$ cat config.mk
export PLATFORM = sky130hd
export DESIGN_NAME = mem_bus_master
export DESIGN_NICKNAME = d
export VERILOG_FILES = /design/src/rtl/mem_bus_master.sv
export SDC_FILE = /design/constraint.sdc
export NUM_CORES = 1
export LEC_CHECK = 0
export ABC_AREA = 1
export CAP_MARGIN = 20
export CORE_UTILIZATION = 46
export DETAILED_ROUTE_END_ITERATION = 8
export PLACE_DENSITY = 0.8
export SKIP_CTS_REPAIR_TIMING = 1
export SLEW_MARGIN = 20
export SYNTH_ARGS = -nofsm -noshare
export SYNTH_HDL_FRONTEND = slang
export SYNTH_SLANG_ARGS = --single-unit
$ cat constraint.sdc
create_clock -name clk -period 1.5 [get_ports clk]
set_input_delay 0.3 -clock clk [delete_from_list [all_inputs] [get_ports clk]]
set_output_delay 0.3 -clock clk [all_outputs]
set_load 0.1 [all_outputs]
$ cat src/rtl/mem_bus_master.sv
// Bus initiator that turns 16-bit load/store requests into read-strobe word
// captures and one or two clocked byte writes on the byte-write/word-read memory port.
module mem_bus_master #(
    parameter int READ_WAIT = 1
) (
    input  logic        clk,
    input  logic        rst,
    input  logic        req_valid,
    output logic        req_ready,
    input  logic        req_write,
    input  logic        req_byte,
    input  logic [15:0] req_addr,
    input  logic [15:0] req_wdata,
    output logic        rsp_valid,
    output logic [15:0] rsp_rdata,
    output logic [7:0]  mem_din,
    output logic [15:0] mem_addr,
    output logic        mem_read,
    output logic        mem_write,
    input  logic [15:0] mem_dout
);

    typedef enum logic [2:0] {
        IDLE,
        RD,
        WR_LO,
        WR_HI,
        RESP
    } state_t;

    state_t      state;
    logic [3:0]  wait_cnt;
    logic [7:0]  hi_byte;
    logic        is_byte;
    logic        read_q;
    logic        write_q;

    // Request fields are captured at acceptance; the high byte waits in hi_byte for WR_HI.
    always_ff @(posedge clk) begin
        if (rst) begin
            state     <= IDLE;
            wait_cnt  <= '0;
            hi_byte   <= '0;
            is_byte   <= 1'b0;
            req_ready <= 1'b1;
            rsp_valid <= 1'b0;
            rsp_rdata <= '0;
            mem_din   <= '0;
            mem_addr  <= '0;
            read_q    <= 1'b0;
            write_q   <= 1'b0;
        end else begin
            case (state)
                IDLE: begin
                    if (req_valid && req_ready) begin
                        req_ready <= 1'b0;
                        mem_addr  <= req_addr;
                        if (req_write) begin
                            state   <= WR_LO;
                            mem_din <= req_wdata[7:0];
                            hi_byte <= req_wdata[15:8];
                            is_byte <= req_byte;
                            write_q <= 1'b1;
                        end else begin
                            state    <= RD;
                            wait_cnt <= 4'(READ_WAIT - 1);
                            read_q   <= 1'b1;
                        end
                    end
                end
                RD: begin
                    if (wait_cnt == 4'd0) begin
                        rsp_rdata <= mem_dout;
                        read_q    <= 1'b0;
                        rsp_valid <= 1'b1;
                        state     <= RESP;
                    end else begin
                        wait_cnt <= wait_cnt - 4'd1;
                    end
                end
                WR_LO: begin
                    if (is_byte) begin
                        write_q   <= 1'b0;
                        mem_din   <= '0;
                        rsp_valid <= 1'b1;
                        state     <= RESP;
                    end else begin
                        mem_addr <= mem_addr + 16'd1;
                        mem_din  <= hi_byte;
                        state    <= WR_HI;
                    end
                end
                WR_HI: begin
                    write_q   <= 1'b0;
                    mem_din   <= '0;
                    rsp_valid <= 1'b1;
                    state     <= RESP;
                end
                RESP: begin
                    rsp_valid <= 1'b0;
                    req_ready <= 1'b1;
                    state     <= IDLE;
                end
                default: state <= IDLE;
            endcase
        end
    end

    // Strobes are masked by reset so an aborted store cannot write its pending byte
    // on the very edge that resets the block.
    assign mem_read  = read_q  & ~rst;
    assign mem_write = write_q & ~rst;

endmodule
==> After elaboration in Yosys (flattened, before gate mapping) <==
Index checks and enable logic that the tools add are counted.
{ "op_classes": {"add_sub_neg": 2, "eq_ne": 11, "muxes": 29, "bitwise_logic": 3, "reduce_logical": 18} }
{ "ops": {"columns": ["operator", "n"], "rows": [
  ["$mux W16", 2],
  ["$pmux W16 S2", 1],
  ["$mux W8", 3],
  ["$pmux W8 S3", 1],
  ["$add A16 B1 Y16 const B", 1],
  ["$ne A2 B2 Y1 const B", 7],
  ["$mux W4", 3],
  ["$pmux W3 S4", 1],
  ["$reduce_and A3 Y1", 4],
  ["$reduce_and A4 Y1", 3],
  ["$mux W1", 9],
  ["$mux W3", 3],
  ["$pmux W4 S2", 1],
  ["$eq A3 B2 Y1 const B", 2],
  ["$reduce_and A2 Y1", 3],
  ["$reduce_bool A2 Y1", 3],
  ["$logic_not A4 Y1", 1],
  ["$pmux W1 S2", 2],
  ["$pmux W1 S4", 1],
  ["$reduce_bool A4 Y1", 1],
  ["$sub A4 B1 Y4 const B", 1],
  ["$eq A3 B1 Y1 const B", 1],
  ["$eq A3 B3 Y1 const B", 1],
  ["$logic_not A3 Y1", 1],
  ["other kinds (6)", 7]
]} }
{ "word_totals": {"regBits": 60, "in_bits": 53, "out_inout_bits": 44} }

==> Longest topological paths before layout <==
Gate-level depths: netlist of the first run.
{ "logic_depth": {"ltp_word": 3, "depth_mapped": 10, "ltp_nobuf": 10} }

==> Least setup slack after synthesis of the first run <==
No wires, ideal clock.
{ "synth_path": {"path_kind": "flip-flop to flip-flop", "from": "register mem_addr[1]", "to": "register mem_addr[10]", "t_arrival_ns": 2.060, "t_required_ns": 1.367, "slack_ns": -0.693, "stages_incl_launch_ff": 9, "cell_sequence": "dfxtp_1 -> ha_1 -> nand3_1 -> nor2_2 -> nand3_1 -> nand2_1 -> nand3_1 -> nand2_1 -> a21oi_2"} }
{ "synth_between": {"elab_chain_len": 3} }
{ "synth_lines": {"columns": ["element", "line", "rtl"], "rows": [
  ["from (decl)", "17", "output logic [15:0] mem_addr,"],
  ["from (signal assigned)", "57", "mem_addr <= req_addr;"],
  ["from (signal assigned)", "88", "mem_addr <= mem_addr + 16'd1;"],
  ["$add A16 B1 Y16", "88", null],
  ["$mux W16", "82", "if (is_byte) begin"],
  ["$pmux W16 S2", "53", "case (state)"]
]} }
Every way passes these cells. The select of a mux whose other input is x is not followed.
A chain may end at the register's enable or synchronous reset.

==> Worst setup path after layout of the first run <==
{ "layout_path": {"from": "input port rst", "to": "output port mem_write"} }
{ "layout_between": {"elab_chain_len": 2} }
{ "layout_lines": {"columns": ["element", "line", "rtl"], "rows": [
  ["from (decl)", "7", "input logic rst,"],
  ["$not A1 Y1", "112", "assign mem_write = write_q & ~rst;"],
  ["$and A1 B1 Y1", "112", null],
  ["to (decl)", "19", "output logic mem_write,"]
]} }
Every way passes these cells.

==> results of run 1 <==
## power groups by stage
| stage | clock network (mW) | logic, mW | registers (mW) |
|---|---|---|---|
| final | 1.38 | 7.55 | 2.89 |
| after global routing | 1.48 | 8.00 | 2.96 |
| after CTS | 1.41 | 7.48 | 2.87 |
| after detailed placement | 0 | 7.46 | 2.90 |
| after global placement | 0 | 7.31 | 2.87 |
| after floorplan | 0 | 2.40 | 5.36 |
## path summary, 6_finish.rpt
check | end | slack (ns) | cells past startpoint
worst min register to register | hi_byte[4] | 0.46 | 2
worst min-delay path | hi_byte[4] | 0.46 | 2
worst max-delay path | mem_write | 0.02 | 4
worst max register to register | mem_addr[8] | 0.09 | 9
## layout make-up
class,count,area [µm²],share of cell area [%]
Clock buffer,14,183.9,3.804
Clock inverter,1,5.005,0.1035
Inverter,36,142.6,2.950
Multi-Input combinational cell,305,1597,33.02
Sequential cell,60,1255,25.96
Tap cell,75,93.84,1.941
Timing Repair Buffer,113,1558,32.22
## critical path, cell delays in order
cell and delay [ns]:
clkdlybuf4s50_1 0.42, buf_6 0.15, nor2_4 0.12, buf_12 0.19
## per-stage QoR
step / hold slack (ns) / power [mW] / area, µm² / cells / TNS, ns
2_1_floorplan: 0.3785 / 7.759 / 3055 / 415 / 0
3_3_place_gp: 0.4436 / 10.18 / 4613 / 589 / -3.529
3_5_place_dp: 0.4480 / 10.36 / 4613 / 589 / -4.826
4_1_cts: 0.4601 / 11.77 / 4802 / 604 / -0.06986
5_1_grt: 0.4890 / 12.44 / 4835 / 604 / -0.01258
6_report: 0.4607 / 11.82 / 4835 / 604 / 0
## cells in the mapped netlist (2+ instances only)
cell	number	area (µm²)
buf_4	2	15.01
nor2_1	74	277.8
nor3_1	3	15.01
nor2_2	9	56.30
clkbuf_1	4	15.01
buf_6	2	22.52
nand2_2	2	12.51
nand2_4	5	56.30
xnor2_1	4	35.03
nor2_4	2	22.52
a31oi_1	5	31.28
nor2_8	3	60.06
inv_1	27	101.4
a21oi_2	6	52.55
inv_4	2	12.51
o21ai_1	7	35.03
nand4_1	5	31.28
xor2_1	2	17.52
ha_1	3	37.54
buf_2	3	15.01
dfxtp_1	60	1201
a21oi_1	30	150.1
nand2_1	80	300.3
buf_1	2	7.510
nand3_1	19	95.09
inv_2	7	26.28
o21ai_0	40	200.2
## cells by family after synthesis
kind of cell	share of synthesized area [%]
simple gates	31.99
compound gates	16.84
flops	40.40
buf+inv	7.744
xor+xnor	1.768
fa+ha+maj	1.263
## registers in the layout (all words and copies together) (netlist names)
| register | cells |
|---|---|
| mem_addr | 16 |
| rsp_rdata | 16 |
| hi_byte | 8 |
| mem_din | 8 |
| wait_cnt | 4 |
| state | 3 |
| is_byte | 1 |
| read_q | 1 |
| req_ready | 1 |
| rsp_valid | 1 |
| write_q | 1 |
## per-layer routing
layer  part of all wire, %  global-route usage (%)  up-vias
li1                      -                       -     1563
met1                    40                   27.45     1456
met5                     0                       0        -
met2                    52                   48.02      121
met3                   7.6                   9.670        8
met4                  0.88                   11.23        0
==> summary.txt, run 1 <==
Outcome
  • Outcome: finished clean

Placed design
  • IO Port Bufs: 96
  • Placer Congestion: 0.8573
  • Post-place setup slack: -0.2036 ns
  • HPWL Detailed: 6169 µm

Drt
  • DR vias/cell: 5.212
  • WL/cell: 13.75 µm
  • Final ANT Viol Nets: 0
  • TritonRoute pass-1 iters: 5
  • # DRC: 0
  • Initial drt markers: 187
  • Routed Wire Length: 8308 µm
  • Vias post-DR: 3,148

Critical path
  • Required @ worst endpoint: 1.20 ns
  • R2r startpoint: state[1]
  • Worst Setup End Kind: primary output
  • Worst Path Max Fanout: 5
  • CP startpoint: rst
  • Critical Path Source Type: input pin
  • Critical Path AT: 1.18 ns
  • Critical path class: in2out

Clock network
  • CTS tree: done
  • CTS clk-pin slew, worst paths: 0.07 ns
  • CTS Buffer Depth: 2
  • Htree depth: 3
  • Clk Tree Root Cell: clkbuf_8
  • Later-pin clock latency in the skew report: 0.33 ns
  • Sink Count: 60
  • Num CTS Buffers: 9

Synthesis
  • Flip-flop and latch count after synthesis: 60
  • Cells after Synth: 415
  • Most common flop cell mapped by yosys: dfxtp_1
  • Count of cell types in the netlist: 34
  • Post-Syn Area per Cell: 7.163 µm²
  • Syn nets: 471
  • Ys Warns: 0
  • Async S/R FF share, synth: 0%
  • Mapped cell area: 2973 µm²
  • Post-synth EDFFs: 0
  • Sequential fraction of the synthesis area: 40.40%

Die
  • Die height: 82.39 µm
  • Die area: 6788 µm²
  • CORE AREA: 6061 µm²
  • DIE WIDTH: 82.39 µm
  • Io pins: 97
  • Row cnt: 28
  • Effective utilization at floorplan: 49.05%

Pwr
  • Combinational power share: 63.9%
  • Power per cell area: 2445 nW/µm²
  • Switching power: 6.187 mW
  • Int Power: 5.634 mW
  • Switching Share: 52.34%
  • Clock Power Share: 11.7%
  • Peak VDD IR: 0.001755 V
  • Pleak: 1.943 nW
  • Sequential share of power: 24.4%

Layout
  • # diodes: 0
  • Most frequent cells in the layout: nand2_1, nor2_1, clkdlybuf4s50_1
  • Area Growth Syn to Fin: 62.63%
  • Nets: 581
  • Final core occ: 79.77%
  • Commonest non-fill, non-tap cell in the layout: nand2_1
  • Fraction of layout cells with a size suffix above 1: 26.47%
  • Filler instances: 411

Timing
  • Slew @ Worst Pin: 0.2849 ns
  • Worst clock skew: 0.01235 ns
  • FMAX: 0.6776 GHz
  • Final worst path period need: 1.476 ns
  • Fin crit share: 98.39%
  • Final count of hold timing violations: 0
  • Slew margin rel.: 80.98%
  • Count of final max-slew check failures: 0
  • Post-route setup slack: 0.02417 ns
  • RSZ-0062 raised after global routing: yes
  • Setup-failing EPs final: 0

Global route
  • All-Layer GR Usage: 26.56%
  • Total gr overflow: 0
  • First-pass GRT wire length: 13,580 µm
  • Vias in the first global route: 3,226
  • Antenna violations before repair: 0
  • Pin count of the biggest net entering global routing: 30

Min path
  • Min-delay worst type: reg2reg
  • Min-delay src: hi_byte[4]

Job
  • Max Cap Viol: 0
(Power assumes the default switching activity.)
==> run 2: changes to the inputs <==
--- a/config.mk
+++ b/config.mk
@@ -5,11 +5,10 @@
 export SDC_FILE = /design/constraint.sdc
 export NUM_CORES = 1
 export LEC_CHECK = 0
-export ABC_AREA = 1
 export CAP_MARGIN = 20
 export CORE_UTILIZATION = 46
 export DETAILED_ROUTE_END_ITERATION = 8
-export PLACE_DENSITY = 0.8
+export PLACE_DENSITY = 0.81
 export SKIP_CTS_REPAIR_TIMING = 1
 export SLEW_MARGIN = 20
 export SYNTH_ARGS = -nofsm -noshare
==> run 2 against run 1 <==
Compared with the run above: count of clock-buffer cells in the layout decreased by 5; critical endpoint is now state[0]; utilization increased by 10 points; the flow now finishes with violations (setup timing); routed wire length increased by 63%; combinational power decreased by 55%; non-clock buffer count increased by 55; sequential share of layout area decreased by 2.6 points.
==> summary.txt, run 2 <==
Critical path
  • Crit-path max cell delay: 0.42 ns (about the same)
  • Worst Setup End Kind: flip-flop
  • Critical Path Source Type: flip-flop
  • Critical Path AT: 2.08 ns (+0.90 ns)
  • Delay-heaviest family, CP: simple AND/OR/NAND/NOR gates
  • Worst Path Max Fanout: 3 (-2)
  • Critical path class: reg2reg
  • Critical path cell sequence: inv_2, ha_4, or3b_4, a221oi_4, buf_4, a31oi_1, nor2_1
  • Buf/Inv on CP: 2 (-1)
  • Required @ worst endpoint: 1.78 ns (+0.58 ns)
  • Critical path's slowest cell: or3b_4

Timing
  • Worst clock skew: 0.008667 ns (-0.003688 ns)
  • Slew margin rel.: 70.27% (-11 points)
  • FMAX: 0.5571 GHz (-18%)
  • Final count of hold timing violations: 0 (unchanged)
  • Final worst path period need: 1.795 ns (+0.3191 ns)
  • RSZ-0062 raised after global routing: yes
  • Fin crit share: 119.7% (+21 points)
  • Slew @ Worst Pin: 0.4460 ns (+0.1611 ns)
  • TNS Setup: -7.473 ns (-7.473 ns)
  • Setup-failing EPs final: 50 (+50)
  • Count of final max-slew check failures: 0 (unchanged)
  • Post-route setup slack: -0.2950 ns (-0.3191 ns)
  • Min Hold Slack: 0.3711 ns (-0.08955 ns)

Synthesis
  • Cells after Synth: 353 (-15%)
  • Yosys top cell by area: dfxtp_1
  • Ys Warns: 0 (unchanged)
  • Yosys top cell area share: 41.76% (+1.4 points)
  • Count of cell types in the netlist: 56 (+65%)
  • Commonest cells in the netlist: nand2_1, dfxtp_1, a21oi_1
  • Mapped cell area: 2877 µm² (-3.2%)
  • Async S/R FF share, synth: 0% (unchanged)
  • Most common flop cell mapped by yosys: dfxtp_1
  • Flip-flop and latch count after synthesis: 60 (unchanged)
  • Sequential fraction of the synthesis area: 41.76% (+1.4 points)
  • Synth top area cells: dfxtp_1, nand2_1, a21oi_1
  • Top-count cell post-synth: nand2_1
  • Syn nets: 409 (-13%)
  • Post-synth EDFFs: 0 (unchanged)
  • Post-Syn Area per Cell: 8.149 µm² (+14%)

Clock network
  • CTS Buffer Depth: 2 (unchanged)
  • Sink Count: 60 (unchanged)
  • Htree depth: 3 (unchanged)
  • Num CTS Buffers: 9 (unchanged)
  • Clk Tree Root Cell: clkbuf_8
  • Later-pin clock latency in the skew report: 0.36 ns (+0.03 ns)
  • CTS clk-pin slew, worst paths: 0.07 ns (about the same)
  • CTS tree: done

Layout
  • Biggest regs: mem_addr (16), rsp_rdata (16)
  • Fin cells: 591 (-2.2%)
  • Area Growth Syn to Fin: 87.26%
  • Commonest non-fill, non-tap cell in the layout: nand2_1
  • Fraction of layout cells with a size suffix above 1: 39.92% (+13 points)
  • Most frequent cells in the layout: nand2_1, buf_4, clkdlybuf4s50_1
  • Design area: 5386 µm² (+11%)
  • Filler instances: 256 (-38%)
  • Final core occ: 89.91% (+10 points)
  • Nets: 567 (-2.4%)
  • # diodes: 0 (unchanged)

Drt
  • DR vias/cell: 6.552 (+26%)
  • # DRC: 0 (unchanged)
  • Vias post-DR: 3,872 (+23%)
  • Initial drt markers: 436 (+130%)
  • WL/cell: 22.91 µm (+67%)
  • Routed Wire Length: 13,540 µm (+63%)
  • TritonRoute pass-1 iters: 5 (unchanged)
  • Final ANT Viol Nets: 0 (unchanged)

Min path
  • Min-delay worst type: in2reg

Die
  • Die height: 81.08 µm (-1.6%)
  • Row cnt: 28 (unchanged)
  • DIE WIDTH: 81.08 µm (-1.6%)
  • Die area: 6573 µm² (-3.2%)
  • Effective utilization at floorplan: 48.02% (-1.0 points)
  • CORE AREA: 5991 µm² (-1.2%)
  • Io pins: 97 (unchanged)

Outcome
  • Outcome: finished with violations
  • Failing checks: setup timing

Pwr
  • Power per cell area: 1286 nW/µm² (-47%)
  • Pleak: 2.062 nW (+6.1%)
  • Total power: 6.926 mW (-41%)
  • Peak VDD IR: 0.001025 V (-42%)

Job
  • Max Cap Viol: 0 (unchanged)

Placed design
  • HPWL Detailed: 6372 µm (+3.3%)
  • Dpl cells: 555 (-5.8%)
  • Placer Congestion: 0.9369 (+9.3%)
  • Cell Area, Placed: 4776 µm² (+3.5%)
  • Post-place setup slack: -0.4671 ns (-0.2635 ns)
  • IO Port Bufs: 96 (unchanged)

Global route
  • Pin count of the biggest net entering global routing: 38 (+27%)
  • Total gr overflow: 0 (unchanged)
  • All-Layer GR Usage: 28.45% (+1.9 points)
  • Vias in the first global route: 3,092 (-4.2%)
  • First-pass GRT wire length: 14,160 µm (+4.3%)
  • Antenna violations before repair: 0 (unchanged)
-- run 2: changes by cell type in the layout (fill, tap and decap cells not counted), sizes merged, moves of 11 or more --
cell   delta
o21ai    -28
inv      -25
nand3    -17
nor2     -64
buf      +54
nand2    -17
nor3     +11
-- run 2: cell type report --
cell class	instances	area, µm²	share of cell area (%)
Clock buffer	9	123.9	2.300
Clock inverter	7	63.81	1.185
Inverter	8	30.03	0.5575
Multi-Input combinational cell	264	1788	33.19
Sequential cell	60	1260	23.39
Tap cell	75	93.84	1.742
Timing Repair Buffer	168	2027	37.63
-- run 2: worst register-to-register path, stage by stage, from the launching register on --
cell and delay, ns:
dfxtp_2 0.33, inv_2 0.07, ha_4 0.14, or3b_4 0.42, a221oi_4 0.39, buf_4 0.19
a31oi_1 0.07, nor2_1 0.12
-- run 2: report_power, final --
group | switching (mW) | internal [mW] | total, mW
combinational | 2.03 | 1.38 | 3.42
sequential | 0.216 | 1.79 | 2.01
clock | 0.736 | 0.761 | 1.50
total | 2.99 | 3.94 | 6.93
-- run 2: worst paths after layout --
| kind | cells past startpoint | end | from | slack [ns] |
|---|---|---|---|---|
| max | 7 | state[0] | wait_cnt[1] | -0.29 |
| max reg2reg | 7 | state[0] | wait_cnt[1] | -0.29 |
| min reg2reg | 2 | hi_byte[7] | hi_byte[7] | 0.49 |
| min | 2 | rsp_rdata[11] | rst | 0.37 |
-- run 2: logic make-up after synthesis --
logic type      share of synthesized area [%]
simple gates                            28.62
flops                                   41.76
buf+inv                                 5.524
fa+ha+maj                               1.305
compound gates                          22.79
-- run 2: metal layers --
layer	global-route usage, %	up-vias	wire, µm
met5	0	-	0
met1	32.96	1818	4603
met3	8.989	105	1352
met2	48.99	354	6710
li1	-	1595	-
met4	10.18	0	875
==> run 3: changes to the inputs <==
--- a/config.mk
+++ b/config.mk
@@ -6,6 +6,7 @@
 export NUM_CORES = 1
 export LEC_CHECK = 0
 export CAP_MARGIN = 20
+export CORE_MARGIN = 4
 export CORE_UTILIZATION = 46
 export DETAILED_ROUTE_END_ITERATION = 8
 export PLACE_DENSITY = 0.81
==> run 3 against run 2 <==
Compared with the run above: largest cell class unchanged; die area is 15% higher; critical endpoint is now mem_addr[11]; flip-flop and latch count stayed put; sequential power hardly changed; routed wire length is 5.4% lower; the flow still finishes with violations (setup timing); highest routed layer unchanged.
==> summary.txt, run 3 (synthesis results as in run 2) <==
Outcome
  • Outcome: finished with violations
  • Failing checks: setup timing

Timing
  • Count of final max-slew check failures: 0 (unchanged)
  • Final worst path period need: 1.734 ns (-0.06106 ns)
  • RSZ-0062 raised after global routing: yes
  • Slew margin rel.: 74.44% (+4.2 points)
  • Worst clock skew: 0.01545 ns (+0.006785 ns)
  • Setup-failing EPs final: 50 (unchanged)
  • Fin crit share: 115.6% (-4.1 points)
  • FMAX: 0.5767 GHz (+3.5%)
  • Post-route setup slack: -0.2339 ns (+0.06106 ns)
  • Slew @ Worst Pin: 0.3834 ns (-0.06262 ns)
  • Final count of hold timing violations: 0 (unchanged)

Die
  • Row cnt: 28 (unchanged)
  • Io pins: 97 (unchanged)
  • Die area: 7582 µm² (+15%)
  • Effective utilization at floorplan: 48.02% (unchanged)
  • DIE WIDTH: 87.08 µm (+7.4%)
  • Die height: 87.08 µm (+7.4%)
  • CORE AREA: 5991 µm² (unchanged)

Layout
  • Filler instances: 239 (-6.6%)
  • Fin cells: 582 (-1.5%)
  • Nets: 558 (-1.6%)
  • Fraction of layout cells with a size suffix above 1: 39.64% (-0.28 points)
  • Biggest regs: mem_addr (16), rsp_rdata (16)
  • # diodes: 0 (unchanged)
  • Most frequent cells in the layout: nand2_1, buf_4, clkdlybuf4s50_1
  • Area Growth Syn to Fin: 85.78%
  • Commonest non-fill, non-tap cell in the layout: nand2_1

Clock network
  • CTS Buffer Depth: 2 (unchanged)
  • Sink Count: 60 (unchanged)
  • Clk Tree Root Cell: clkbuf_8
  • Later-pin clock latency in the skew report: 0.34 ns (-0.02 ns)
  • Num CTS Buffers: 9 (unchanged)
  • CTS clk-pin slew, worst paths: 0.08 ns (about the same)
  • CTS tree: done
  • Htree depth: 3 (unchanged)

Pwr
  • Peak VDD IR: 0.001118 V (+9.1%)
  • Power per cell area: 1270 nW/µm² (-1.2%)
  • Total power: 6.788 mW (-2.0%)
  • Pleak: 2.031 nW (-1.5%)

Drt
  • Initial drt markers: 330 (-24%)
  • Routed Wire Length: 12,810 µm (-5.4%)
  • Final ANT Viol Nets: 0 (unchanged)
  • # DRC: 0 (unchanged)
  • WL/cell: 22.01 µm (-3.9%)
  • Vias post-DR: 3,706 (-4.3%)
  • DR vias/cell: 6.368 (-2.8%)
  • TritonRoute pass-1 iters: 7 (+2)

Critical path
  • Critical Path Source Type: flip-flop
  • Delay-heaviest family, CP: compound AO/OA/AOI/OAI gates
  • Buf/Inv on CP: 1 (-1)
  • Worst Setup End Kind: flip-flop
  • Worst Path Max Fanout: 4 (+1)
  • Critical path's slowest cell: dfxtp_4
  • Critical path cell sequence: nand4_1, buf_4, nor4_4, o21ai_0, a32o_1
  • Critical Path AT: 1.95 ns (-0.13 ns)
  • Required @ worst endpoint: 1.72 ns (-0.06 ns)
  • Crit-path max cell delay: 0.39 ns (-0.03 ns)
  • Critical path class: reg2reg

Global route
  • All-Layer GR Usage: 24.58% (-3.9 points)
  • Antenna violations before repair: 0 (unchanged)
  • Pin count of the biggest net entering global routing: 38 (unchanged)
  • First-pass GRT wire length: 14,900 µm (+5.3%)
  • Vias in the first global route: 3,173 (+2.6%)
  • Total gr overflow: 0 (unchanged)

Placed design
  • Placer Congestion: 0.8735 (-6.8%)
  • Dpl cells: 555 (unchanged)
  • IO Port Bufs: 96 (unchanged)
  • HPWL Detailed: 6726 µm (+5.6%)

Job
  • Max Cap Viol: 0 (unchanged)

Min path
  • Min-delay worst type: in2reg
[run 3: cell types whose count changed in the layout (fill, tap and decap cells not counted), sizes merged]
cell,before,now
buf,115,106
clkbuf,11,13
inv,11,9
and4,1,2
bufinv,1,0
clkinv,3,2
nor2,24,25
[run 3: path summary, 6_finish.rpt]
kind,to,cells past startpoint,slack (ns),startpoint
max reg2reg,mem_addr[11],5,-0.23,mem_addr[1]
max,mem_addr[11],5,-0.23,mem_addr[1]
min reg2reg,hi_byte[0],2,0.49,hi_byte[0]
min,rsp_valid,2,0.38,rst
[run 3: per-stage QoR]
stage               TNS (ns)  setup WS [ns]  util (%)  area, µm²  hold slack [ns]
global placement      -13.03        -0.4006     79.72       4776           0.4433
floorplan             -1.332        -0.2572         -       2979           0.4360
finish                -3.520        -0.2339     89.20       5344           0.3788
detailed placement    -15.24        -0.4394     79.72       4776           0.4505
CTS                   -6.774        -0.2528     83.00       4972           0.3579
global route          -5.935        -0.2659     89.20       5344           0.3917
[run 3: cell type report]
cell class / count / area (µm²) / area share (%)
repair buffers: 157 / 1906 / 35.66
multi-input cells: 266 / 1856 / 34.72
flip-flops and latches: 60 / 1262 / 23.62
clock buffers: 13 / 180.2 / 3.372
well taps: 75 / 93.84 / 1.756
inverters: 8 / 30.03 / 0.5619
clock inverters: 3 / 16.27 / 0.3044
[run 3: report_power, final]
part	switching, mW	total, mW	internal, mW
Sequential	0.221	2.02	1.80
Clock	0.675	1.46	0.788
Combinational	2.00	3.31	1.31
Total	2.89	6.79	3.89
[run 3: layer usage]
metal | share of wire [%] | up-vias | global-route usage, % | wire length [µm]
li1 | - | 1589 | - | -
met1 | 35 | 1732 | 28.34 | 4471
met2 | 50 | 314 | 43.34 | 6378
met3 | 11 | 71 | 7.474 | 1400
met4 | 4.4 | 0 | 7.507 | 559
met5 | 0 | - | 0 | 0
